==> config.mk <==
export PLATFORM = sky130hd
export DESIGN_NAME = arbitro_memoria
export DESIGN_NICKNAME = d
export VERILOG_FILES = /design/src/rtl/arbitro_memoria.sv
export SDC_FILE = /design/constraint.sdc
export NUM_CORES = 1
export LEC_CHECK = 0
export CORE_MARGIN = 1.5
export CORE_UTILIZATION = 35
export DETAILED_ROUTE_END_ITERATION = 10
export HOLD_SLACK_MARGIN = 0.12
export PLACE_DENSITY = 0.74
export SLEW_MARGIN = 20
export SYNTH_ARGS = -nofsm -noshare
export SYNTH_HDL_FRONTEND = slang
export SYNTH_SLANG_ARGS = --single-unit
==> constraint.sdc <==
create_clock -name CLK -period 1.3 [get_ports CLK]
set_input_delay 0.26 -clock CLK [delete_from_list [all_inputs] [get_ports CLK]]
set_output_delay 0.26 -clock CLK [all_outputs]
set_load 0.01 [all_outputs]
==> src/rtl/arbitro_memoria.sv <==
// Memory sequencer/arbiter: shares one 256x8 synchronous RAM between nRisc fetch, nRisc data and a program loader.
// Optional build macro ARB_PERF_CNT_EN adds saturating instruction/loader-grant counters.
//
// state    | meaning
// ---------+----------------------------------------------------------
// S_FETCH  | drive pc_addr to memory (or enter S_HALT on pc 0xFF)
// S_FWAIT  | capture instruction from mem_rdata
// S_EXEC   | store (write) / issue load read / nothing
// S_DWAIT  | capture load data from mem_rdata
// S_COMMIT | core_en pulse, burst count cleared, loader may follow
// S_LOAD   | loader write, bounded by MAX_LD_BURST
// S_HALT   | core parked, loader served every cycle until reset
module arbitro_memoria #(
   parameter int unsigned MAX_LD_BURST = 4
) (
   input  logic       CLK,
   input  logic       RESET_N,
   input  logic [7:0] pc_addr,
   output logic [7:0] instr_out,
   output logic       core_en,
   input  logic       d_rd,
   input  logic       d_wr,
   input  logic [7:0] d_addr,
   input  logic [7:0] d_wdata,
   output logic [7:0] d_rdata,
   input  logic       ld_req,
   input  logic [7:0] ld_addr,
   input  logic [7:0] ld_wdata,
   output logic       ld_gnt,
   output logic [7:0] mem_addr,
   output logic [7:0] mem_wdata,
   output logic       mem_we,
   input  logic [7:0] mem_rdata
`ifdef ARB_PERF_CNT_EN
   ,
   output logic [15:0] instr_count,
   output logic [15:0] ld_count
`endif
);

   typedef enum logic [2:0] {
      S_FETCH  = 3'd0,
      S_FWAIT  = 3'd1,
      S_EXEC   = 3'd2,
      S_DWAIT  = 3'd3,
      S_COMMIT = 3'd4,
      S_LOAD   = 3'd5,
      S_HALT   = 3'd6
   } state_t;

   localparam logic [3:0] MAX_B = 4'(MAX_LD_BURST);

   state_t     state_q, state_d;
   logic [7:0] instr_q, instr_d;
   logic [7:0] d_rdata_q, d_rdata_d;
   logic [3:0] burst_q, burst_d;

   logic [7:0] addr_c, wdata_c;
   logic       we_c, ce_c, gnt_c;

   always_ff @(posedge CLK or negedge RESET_N) begin
      if (!RESET_N) begin
         state_q   <= S_FETCH;
         instr_q   <= 8'h00;
         d_rdata_q <= 8'h00;
         burst_q   <= 4'd0;
      end else begin
         state_q   <= state_d;
         instr_q   <= instr_d;
         d_rdata_q <= d_rdata_d;
         burst_q   <= burst_d;
      end
   end

   always_comb begin
      state_d   = state_q;
      instr_d   = instr_q;
      d_rdata_d = d_rdata_q;
      burst_d   = burst_q;
      addr_c    = 8'h00;
      wdata_c   = 8'h00;
      we_c      = 1'b0;
      ce_c      = 1'b0;
      gnt_c     = 1'b0;
      case (state_q)
         S_FETCH: begin
            addr_c  = pc_addr;
            state_d = (pc_addr == 8'hFF) ? S_HALT : S_FWAIT;
         end
         S_FWAIT: begin
            instr_d = mem_rdata;
            state_d = S_EXEC;
         end
         S_EXEC: begin
            // store takes precedence when both strobes are set
            if (d_wr) begin
               addr_c  = d_addr;
               wdata_c = d_wdata;
               we_c    = 1'b1;
               state_d = S_COMMIT;
            end else if (d_rd) begin
               addr_c  = d_addr;
               state_d = S_DWAIT;
            end else begin
               state_d = S_COMMIT;
            end
         end
         S_DWAIT: begin
            d_rdata_d = mem_rdata;
            state_d   = S_COMMIT;
         end
         S_COMMIT: begin
            ce_c    = 1'b1;
            burst_d = 4'd0;
            state_d = ld_req ? S_LOAD : S_FETCH;
         end
         S_LOAD: begin
            // a request withdrawn before its grant cycle gets no write
            if (ld_req) begin
               addr_c  = ld_addr;
               wdata_c = ld_wdata;
               we_c    = 1'b1;
               gnt_c   = 1'b1;
               burst_d = burst_q + 4'd1;
               state_d = (burst_d < MAX_B) ? S_LOAD : S_FETCH;
            end else begin
               state_d = S_FETCH;
            end
         end
         S_HALT: begin
            if (ld_req) begin
               addr_c  = ld_addr;
               wdata_c = ld_wdata;
               we_c    = 1'b1;
               gnt_c   = 1'b1;
            end
         end
         default: state_d = S_FETCH;
      endcase
   end

   // Gated by reset so an in-flight write is dropped the moment reset asserts.
   assign mem_addr  = RESET_N ? addr_c  : 8'h00;
   assign mem_wdata = RESET_N ? wdata_c : 8'h00;
   assign mem_we    = RESET_N & we_c;
   assign core_en   = RESET_N & ce_c;
   assign ld_gnt    = RESET_N & gnt_c;
   assign instr_out = instr_q;
   assign d_rdata   = d_rdata_q;

`ifdef ARB_PERF_CNT_EN
   logic [15:0] instr_cnt_q, ld_cnt_q;

   always_ff @(posedge CLK or negedge RESET_N) begin
      if (!RESET_N) begin
         instr_cnt_q <= 16'h0000;
         ld_cnt_q    <= 16'h0000;
      end else begin
         if (core_en && (instr_cnt_q != 16'hFFFF))
            instr_cnt_q <= instr_cnt_q + 16'd1;
         if (ld_gnt && (ld_cnt_q != 16'hFFFF))
            ld_cnt_q <= ld_cnt_q + 16'd1;
      end
   end

   assign instr_count = instr_cnt_q;
   assign ld_count    = ld_cnt_q;
`endif

endmodule

## Yosys cells after proc, flatten, opt, wreduce, memory -nomap -nowiden

Index checks and enable logic that the tools add are counted.
Widths: inputs -> output; s select.

- Add/subtract/negate cells: 1
- Magnitude comparators: 1
- Eq/ne operators: 8
- Muxes and demuxes: 23
- Bitwise gates (word level): 3
- Reduce and logical (&&, ||, !) cells: 4

Operators by type and width:

| cell | number |
|---|---|
| $mux 8 | 7 |
| $pmux 8 s3 | 1 |
| $pmux 3 s7 | 1 |
| $mux 3 | 6 |
| $pmux 8 s2 | 1 |
| $eq 3x3->1 const B | 3 |
| $eq 8x8->1 const B | 1 |
| $pmux 4 s2 | 1 |
| $eq 3x2->1 const B | 2 |
| $add 4x1->4 const B | 1 |
| $lt 4x3->1 const B | 1 |
| $mux 1 | 4 |
| $mux 4 | 1 |
| $and 1x1->1 | 3 |
| $eq 3x1->1 const B | 1 |
| $logic_not 3->1 | 1 |
| $ne 2x2->1 const B | 1 |
| $pmux 1 s2 | 1 |
| $reduce_and 2->1 | 1 |
| $reduce_bool 2->1 | 1 |
| $reduce_or 2->1 | 1 |

- Flip-flop bits (word level): 23
- Input port bits: 53

## Depth between registers and ports, before layout

Gate-level depths: netlist of the first run.

- Word-level depth: 5
- Depth in mapped cells: 6
- Gate-level depth less buffers: 4

## Least setup slack after synthesis of the first run

Ideal clock, no wire load.

- Path kind: reg-to-output
- Start point: reg state_q[1]
- End point: out mem_addr[0]
- Arrival: 1402 ps
- Path slack: -362 ps
- Stages on the path, launching flop included: 5
- Buffers on the path: 1
- Cells stage by stage: dfrtp_1 > buf_4 > nor3_4 > a32oi_1 > a211oi_1

- Cells in the longest elaborated chain, start to end: 4

Ends and longest elaborated chain:

| what | RTL line | RTL |
|---|---|---|
| start, declared | 53 | `state_t state_q, state_d;` |
| start signal, assigned | 68 | `state_q <= state_d;` |
| $eq 3x3->1 | 85 | `case (state_q)` |
| $reduce_or 2->1 (no line) | n/a |  |
| $pmux 8 s3 * | 85 |  |
| $mux 8 * | 143 | `assign mem_addr = RESET_N ? addr_c : 8'h00;` |
| end, declared | 30 | `output logic [7:0] mem_addr,` |

Every way passes the cells marked *; elsewhere a longest branch is shown, timed or not.

## Worst setup path after layout of the first run

- Start point: reg state_q[2]
- End point: out mem_addr[2]

The elaborated chain is that of the path after synthesis.

==> results.sh, run 1 <==
export IMPL_status="finished, violations left"
export IMPL_violations="negative setup slack"
export IMPL_num_vias=1800
export IMPL_cpMaxStageDelayCell="dfrtp_1"
export IMPL_async_flop_share_pct=100.0
export IMPL_start_util_pct=36.15
export IMPL_h_tree_depth=1
export IMPL_grt_max_degree=14
export IMPL_track_usage_pct=23.18
export IMPL_final_layout_size_suffix_gt1_share_pct=45.58
export IMPL_core_rowCount=24
export IMPL_grt_setup_unrepaired="yes"
export IMPL_cp_max_fo=8
export IMPL_clock_latency_ns=0.27
export IMPL_syn2layout_area_growth_pct=97.77
export IMPL_crit_arrival_ns=1.75
export IMPL_syn_inst=145
export IMPL_p_total_mw=6.129
export IMPL_holdWs_ns=0.3096
export IMPL_setup_slack_ns=-0.7111
export IMPL_finClkSkew_ns=0.004563
export IMPL_grt_overflow_total=0
export IMPL_cp_start_kind="flip-flop"
export IMPL_synth_fa_ha_area_share_pct=0.7949
export IMPL_synth_area_leader_cell="dfrtp_1"
export IMPL_min_path_type="input port to async pin"
export IMPL_clock_tree_buffer_depth=2
export IMPL_synthXorXnorAreaFrac_pct=2.623
export IMPL_power_leakage_nw=1.378
export IMPL_wl_per_cell_um=17.17
export IMPL_wl_um=5753
export IMPL_cts_root_buf="clkbuf_8"
export IMPL_drt_iter0_drc=41
export IMPL_p_per_area_nw_per_um2=1969
export IMPL_dp_hpwl_um=3667
export IMPL_routed_via_density=5.373
export IMPL_syn_nets=199
export IMPL_synth_avg_cell_area_sq_um=10.86
export IMPL_slew_headroom_pct=73.70
export IMPL_slowest_delay_ns=0.44
export IMPL_hold_violations=0
export IMPL_yosys_area_top_type_share_pct=36.57
export IMPL_vdd_ir_drop_max_uv=1314
export IMPL_nets=338
export IMPL_setup_viol=42
export IMPL_die_area_sq_um=4908
export IMPL_first_pass_iters=4
export IMPL_io_buffers=87
export IMPL_antenna_found_initial=0
export IMPL_synth_distinct_cells=49
export IMPL_synth_edff_count=0
export IMPL_synth_top_family_by_area="simple AND/OR/NAND/NOR gates"
export IMPL_synth_seq_cells=23
export IMPL_synth_area_top_cells="dfrtp_1, a32oi_1, mux2_4"
export IMPL_place_congestion=0.8451
export IMPL_cp_end_kind="primary output"
export IMPL_fp_coreArea_sq_um=4354
export IMPL_drc_errors=0
export IMPL_ys_flop_type="dfrtp_1"
export IMPL_synth_yosys_warnings=0
export IMPL_period_share_pct=154.7
export IMPL_critPathKind="flip-flop to primary output"
export IMPL_cts_tree="done"
export IMPL_crit_required_ns=1.04
export IMPL_die_y_um=70.06
export IMPL_numCtsBuffers=3
export IMPL_tightest_slew_ns=0.3946
export IMPL_grt_pass1_vias=1893
export IMPL_cts_sinks=23
export IMPL_synth_compound_area_share_pct=20.19
export IMPL_netlist_area_sq_um=1574
export IMPL_io_pins=88
export IMPL_muxShareOfSynthArea_pct=14.63
export IMPL_crit_chain="buf_6 -> buf_4 -> and2b_4 -> xnor2_4 -> a211oi_2 -> buf_2"
export IMPL_path_delay_family="buffers and inverters"
export IMPL_fp_dieW_um=70.06
export IMPL_insertedDiodeCount=0
export IMPL_drv_slew=0
export IMPL_yosys_area_share_simple_pct=20.35
export IMPL_synth_seq_area_share_pct=36.57
export IMPL_drv_cap=0
export IMPL_drtAntennaViolNets=0
export IMPL_fmax_mhz=497.2
export IMPL_clk_pin_slew_ns=0.08
export IMPL_worst_path_buf_inv=3
export IMPL_fin_crit_ns=2.011
export IMPL_grt_pass1_wl_um=9190
## kinds of logic after synthesis
| group | count (synthesis) |
|---|---|
| buf+inv | 12 |
| xor+xnor | 3 |
| mux | 18 |
| simple gates | 48 |
| flops | 23 |
| fa+ha+maj | 1 |
| compound gates | 40 |
## synth_stat cells (3+ instances only)
cell type  number
nand3_1        11
buf_6           3
dfrtp_1        23
buf_2           4
nand2_1         4
mux2_4          8
a32oi_1        16
mux2_1          8
nor2_1          9
a211oi_1        8
nand2b_1        3
o21ai_1         3
## state kept, by name, indices dropped and copies added, names as in the netlist
| signal | flops |
|---|---|
| d_rdata | 8 |
| state_q | 3 |
| instr_out | 8 |
| burst_q | 4 |
## timing repair
action                                  4_1_cts  5_1_grt
pin swaps                                    20       13
endpoints found under the setup margin       54       42
endpoints found under the hold margin        23        0
resized for setup                           138       14
buffers inserted                             20        3
hold buffers                                  1        0
cloned                                        5        0
## path summary, 6_finish.rpt
kind | start | end | slack [ns] | depth (start not counted)
max | state_q[2] | mem_addr[2] | -0.71 | 6
min | RESET_N | instr_out[2] | 0.31 | 3
max reg2reg | state_q[2] | instr_out[7] | -0.48 | 8
min reg2reg | instr_out[0] | instr_out[0] | 0.51 | 1
max in group asynchronous | RESET_N | burst_q[2] | 0.79 | 3
min in group CLK | instr_out[0] | instr_out[0] | 0.51 | 1
## through the flow
| stage | area [sq um] | std cells | worst slack [ns] | TNS, ns | util, % |
|---|---|---|---|---|---|
| floorplan | 1634 | 145 | -0.1931 | -4.358 | - |
| global placement | 2749 | 305 | -0.9031 | -20.82 | 63.13 |
| detailed placement | 2749 | 305 | -0.9262 | -21.42 | 63.13 |
| CTS | 3050 | 334 | -0.6917 | -19.06 | 70.06 |
| global route | 3113 | 335 | -0.8499 | -23.41 | 71.49 |
| finish | 3113 | 335 | -0.7111 | -20.71 | 71.49 |
## routing by layer
metal  up-vias  GRT usage, %  part of all wire (%)
met3        10         6.494                   5.4
met1       880         28.27                    42
met5         -             0                     0
met4         0         7.692                   1.6
met2        60         39.37                    51
li1        850             -                     -
## worst reg2reg max path: stages (launching register included)
cell	delay, ns
dfrtp_1	0.44
buf_6	0.15
buf_6	0.11
buf_6	0.11
buf_6	0.11
buf_6	0.12
nor3_4	0.16
buf_12	0.17
mux2_4	0.31
## cell usage in the layout (no fill, tap or decap), types with 4 or more instances in the layout
cell type,count
clkdlybuf4s50_1,51
nand3_1,10
buf_4,25
buf_2,20
buf_6,24
mux2_4,16
dfrtp_1,21
nor2_1,8
a211oi_2,8
a32oi_1,15
dlygate4sd2_1,17
nand2_1,4
## where the power goes
part	leakage, nW	total, mW	switching [mW]	internal [mW]
sequential	0.273	1.30	0.238	1.07
combinational	1.08	4.37	1.90	2.48
clock	0.0255	0.451	0.237	0.215
## cell type report
cell class / count / area (sq um)
timing repair buffer: 143 / 1328
fill: 297 / 1241
multi-input combinational: 111 / 1089
sequential: 23 / 578.1
tap: 52 / 65.06
clock buffer: 3 / 41.29
inverter: 2 / 7.507
clock inverter: 1 / 5.005
Note: power is estimated with default switching activity, not from simulation.
==> run 2: changes to the inputs <==
--- a/config.mk
+++ b/config.mk
@@ -5,6 +5,7 @@
 export SDC_FILE = /design/constraint.sdc
 export NUM_CORES = 1
 export LEC_CHECK = 0
+export CAP_MARGIN = 25
 export CORE_MARGIN = 1.5
 export CORE_UTILIZATION = 35
 export DETAILED_ROUTE_END_ITERATION = 10
==> results of run 2 <==
Same layout as run 1: the final DEF is identical, and so are final timing and power.
==> run 3: changes to the inputs <==
--- a/config.mk
+++ b/config.mk
@@ -10,6 +10,7 @@
 export CORE_UTILIZATION = 35
 export DETAILED_ROUTE_END_ITERATION = 10
 export HOLD_SLACK_MARGIN = 0.12
+export MAX_ROUTING_LAYER = met4
 export PLACE_DENSITY = 0.74
 export SLEW_MARGIN = 20
 export SYNTH_ARGS = -nofsm -noshare
==> results.sh, run 3 (same netlist as run 1, synthesis figures left out) <==
export IMPL_status="finished, violations left"
export IMPL_violations="negative setup slack"
export IMPL_io_pins=88
export IMPL_fp_dieW_um=70.06
export IMPL_drv_cap=0
export IMPL_slew_headroom_pct=73.60
export IMPL_start_util_pct=36.15
export IMPL_fmax_mhz=497.1
export IMPL_cts_tree="done"
export IMPL_grt_pass1_vias=1893
export IMPL_syn2layout_area_growth_pct=97.77
export IMPL_core_rowCount=24
export IMPL_period_share_pct=154.7
export IMPL_slowest_delay_ns=0.44
export IMPL_wl_per_cell_um=17.28
export IMPL_drt_iter0_drc=40
export IMPL_drc_errors=0
export IMPL_fin_crit_ns=2.012
export IMPL_tightest_slew_ns=0.3960
export IMPL_p_seq_share_pct=21.2
export IMPL_cp_start_kind="flip-flop"
export IMPL_cp_end_kind="primary output"
export IMPL_clk_pin_slew_ns=0.08
export IMPL_dp_hpwl_um=3667
export IMPL_track_usage_pct=23.86
export IMPL_grt_setup_unrepaired="yes"
export IMPL_h_tree_depth=1
export IMPL_fp_coreArea_sq_um=4354
export IMPL_min_path_type="input port to async pin"
export IMPL_place_ws_ns=-0.9262
export IMPL_vdd_ir_drop_max_uv=1314
export IMPL_comb_power_share_pct=71.4
export IMPL_grt_max_degree=14
export IMPL_antenna_found_initial=0
export IMPL_routed_via_density=5.364
export IMPL_grt_pass1_wl_um=9204
export IMPL_io_buffers=87
export IMPL_final_layout_size_suffix_gt1_share_pct=45.58
export IMPL_finClkSkew_ns=0.003876
export IMPL_fin_setup_tns_ns=-20.83
export IMPL_drtAntennaViolNets=0
export IMPL_wl_um=5788
export IMPL_cp_max_fo=8
export IMPL_final_cell_mix="clkdlybuf4s50_1, buf_4, buf_6, dfrtp_1, buf_2"
export IMPL_first_pass_iters=4
export IMPL_cts_sinks=23
export IMPL_hold_violations=0
export IMPL_die_y_um=70.06
export IMPL_place_congestion=0.8583
export IMPL_insertedDiodeCount=0
export IMPL_clock_tree_buffer_depth=2
export IMPL_worst_path_buf_inv=3
export IMPL_nets=338
export IMPL_drv_slew=0
export IMPL_p_clk_share_pct=7.3
export IMPL_p_per_area_nw_per_um2=1971
export IMPL_num_vias=1797
export IMPL_finalNonFillerCells=335
export IMPL_internal_power_mw=3.758
export IMPL_utilization_pct=71.49
export IMPL_nFillCells=297
export IMPL_path_delay_family="buffers and inverters"
export IMPL_cpMaxStageDelayCell="dfrtp_1"
export IMPL_die_area_sq_um=4908
export IMPL_swShare_pct=38.76
export IMPL_cts_root_buf="clkbuf_8"
export IMPL_power_leakage_nw=1.378
export IMPL_crit_chain="buf_6 -> buf_4 -> and2b_4 -> xnor2_4 -> a211oi_2 -> buf_2"
export IMPL_crit_required_ns=1.04
export IMPL_critPathKind="flip-flop to primary output"
export IMPL_setup_slack_ns=-0.7116
export IMPL_setup_viol=42
export IMPL_crit_arrival_ns=1.75
export IMPL_final_common_cell="clkdlybuf4s50_1"
export IMPL_numCtsBuffers=3
export IMPL_clock_latency_ns=0.27
export IMPL_grt_overflow_total=0
export IMPL_dp_cells=305
export IMPL_p_sw_mw=2.378
run 3: cell counts in the layout (fill, tap and decap cells not counted):
No cell type changed its count.
run 3: timing repair:
| action | CTS | global route |
|---|---|---|
| resized for setup | 138 | 14 |
| hold endpoints to repair | 23 | 0 |
| pin swaps | 20 | 13 |
| setup buffers | 20 | 3 |
| endpoints found under the setup margin | 54 | 42 |
| hold buffers | 1 | 0 |
| cloned | 5 | 0 |
run 3: final timing paths:
check	start	endpoint	slack, ns	depth (start not counted)
min in group CLK	instr_out[0]	instr_out[0]	0.51	1
hold / removal	RESET_N	instr_out[2]	0.31	3
max in group asynchronous	RESET_N	burst_q[2]	0.79	3
hold reg to reg	instr_out[0]	instr_out[0]	0.51	1
setup / recovery	state_q[2]	mem_addr[2]	-0.71	6
setup reg to reg	state_q[2]	instr_out[7]	-0.48	8
run 3: final cells by class:
| class | count | area, sq um | area share (%) |
|---|---|---|---|
| sequential | 23 | 578.1 | 18.57 |
| clock inverter | 1 | 5.005 | 0.1608 |
| tap | 52 | 65.06 | 2.090 |
| multi-input combinational | 111 | 1089 | 34.97 |
| timing repair buffer | 143 | 1328 | 42.64 |
| inverter | 2 | 7.507 | 0.2412 |
| clock buffer | 3 | 41.29 | 1.326 |
run 3: power by group through the flow:
stage | combinational [mW] | sequential [mW] | clock [mW]
floorplan | 1.82 | 1.42 | 0
global placement | 3.48 | 1.31 | 0
detailed placement | 3.51 | 1.33 | 0
CTS | 4.16 | 1.29 | 0.451
global route | 4.65 | 1.35 | 0.498
finish | 4.38 | 1.30 | 0.450
run 3: layer usage:
layer	share of wire [%]	track usage, %	vias to the layer above
met5	0	-	-
met4	1.6	7.692	0
met3	5.3	6.494	10
met2	50	39.37	58
met1	43	28.36	878
li1	-	-	851
run 3: tightest hold or removal path: stages:
cell,delay (ns)
dlygate4sd2_1,0.23
dlymetal6s4s_1,0.26
buf_8,0.18
run 3: stage by stage:
stage,instance area [sq um],hold WS [ns],power (mW)
final,3113,0.3109,6.137
after floorplan,1634,-0.03559,3.239
after CTS,3050,0.5099,5.902
after global placement,2749,0.4741,4.793
after global routing,3113,0.3371,6.497
after detailed placement,2749,0.4799,4.840
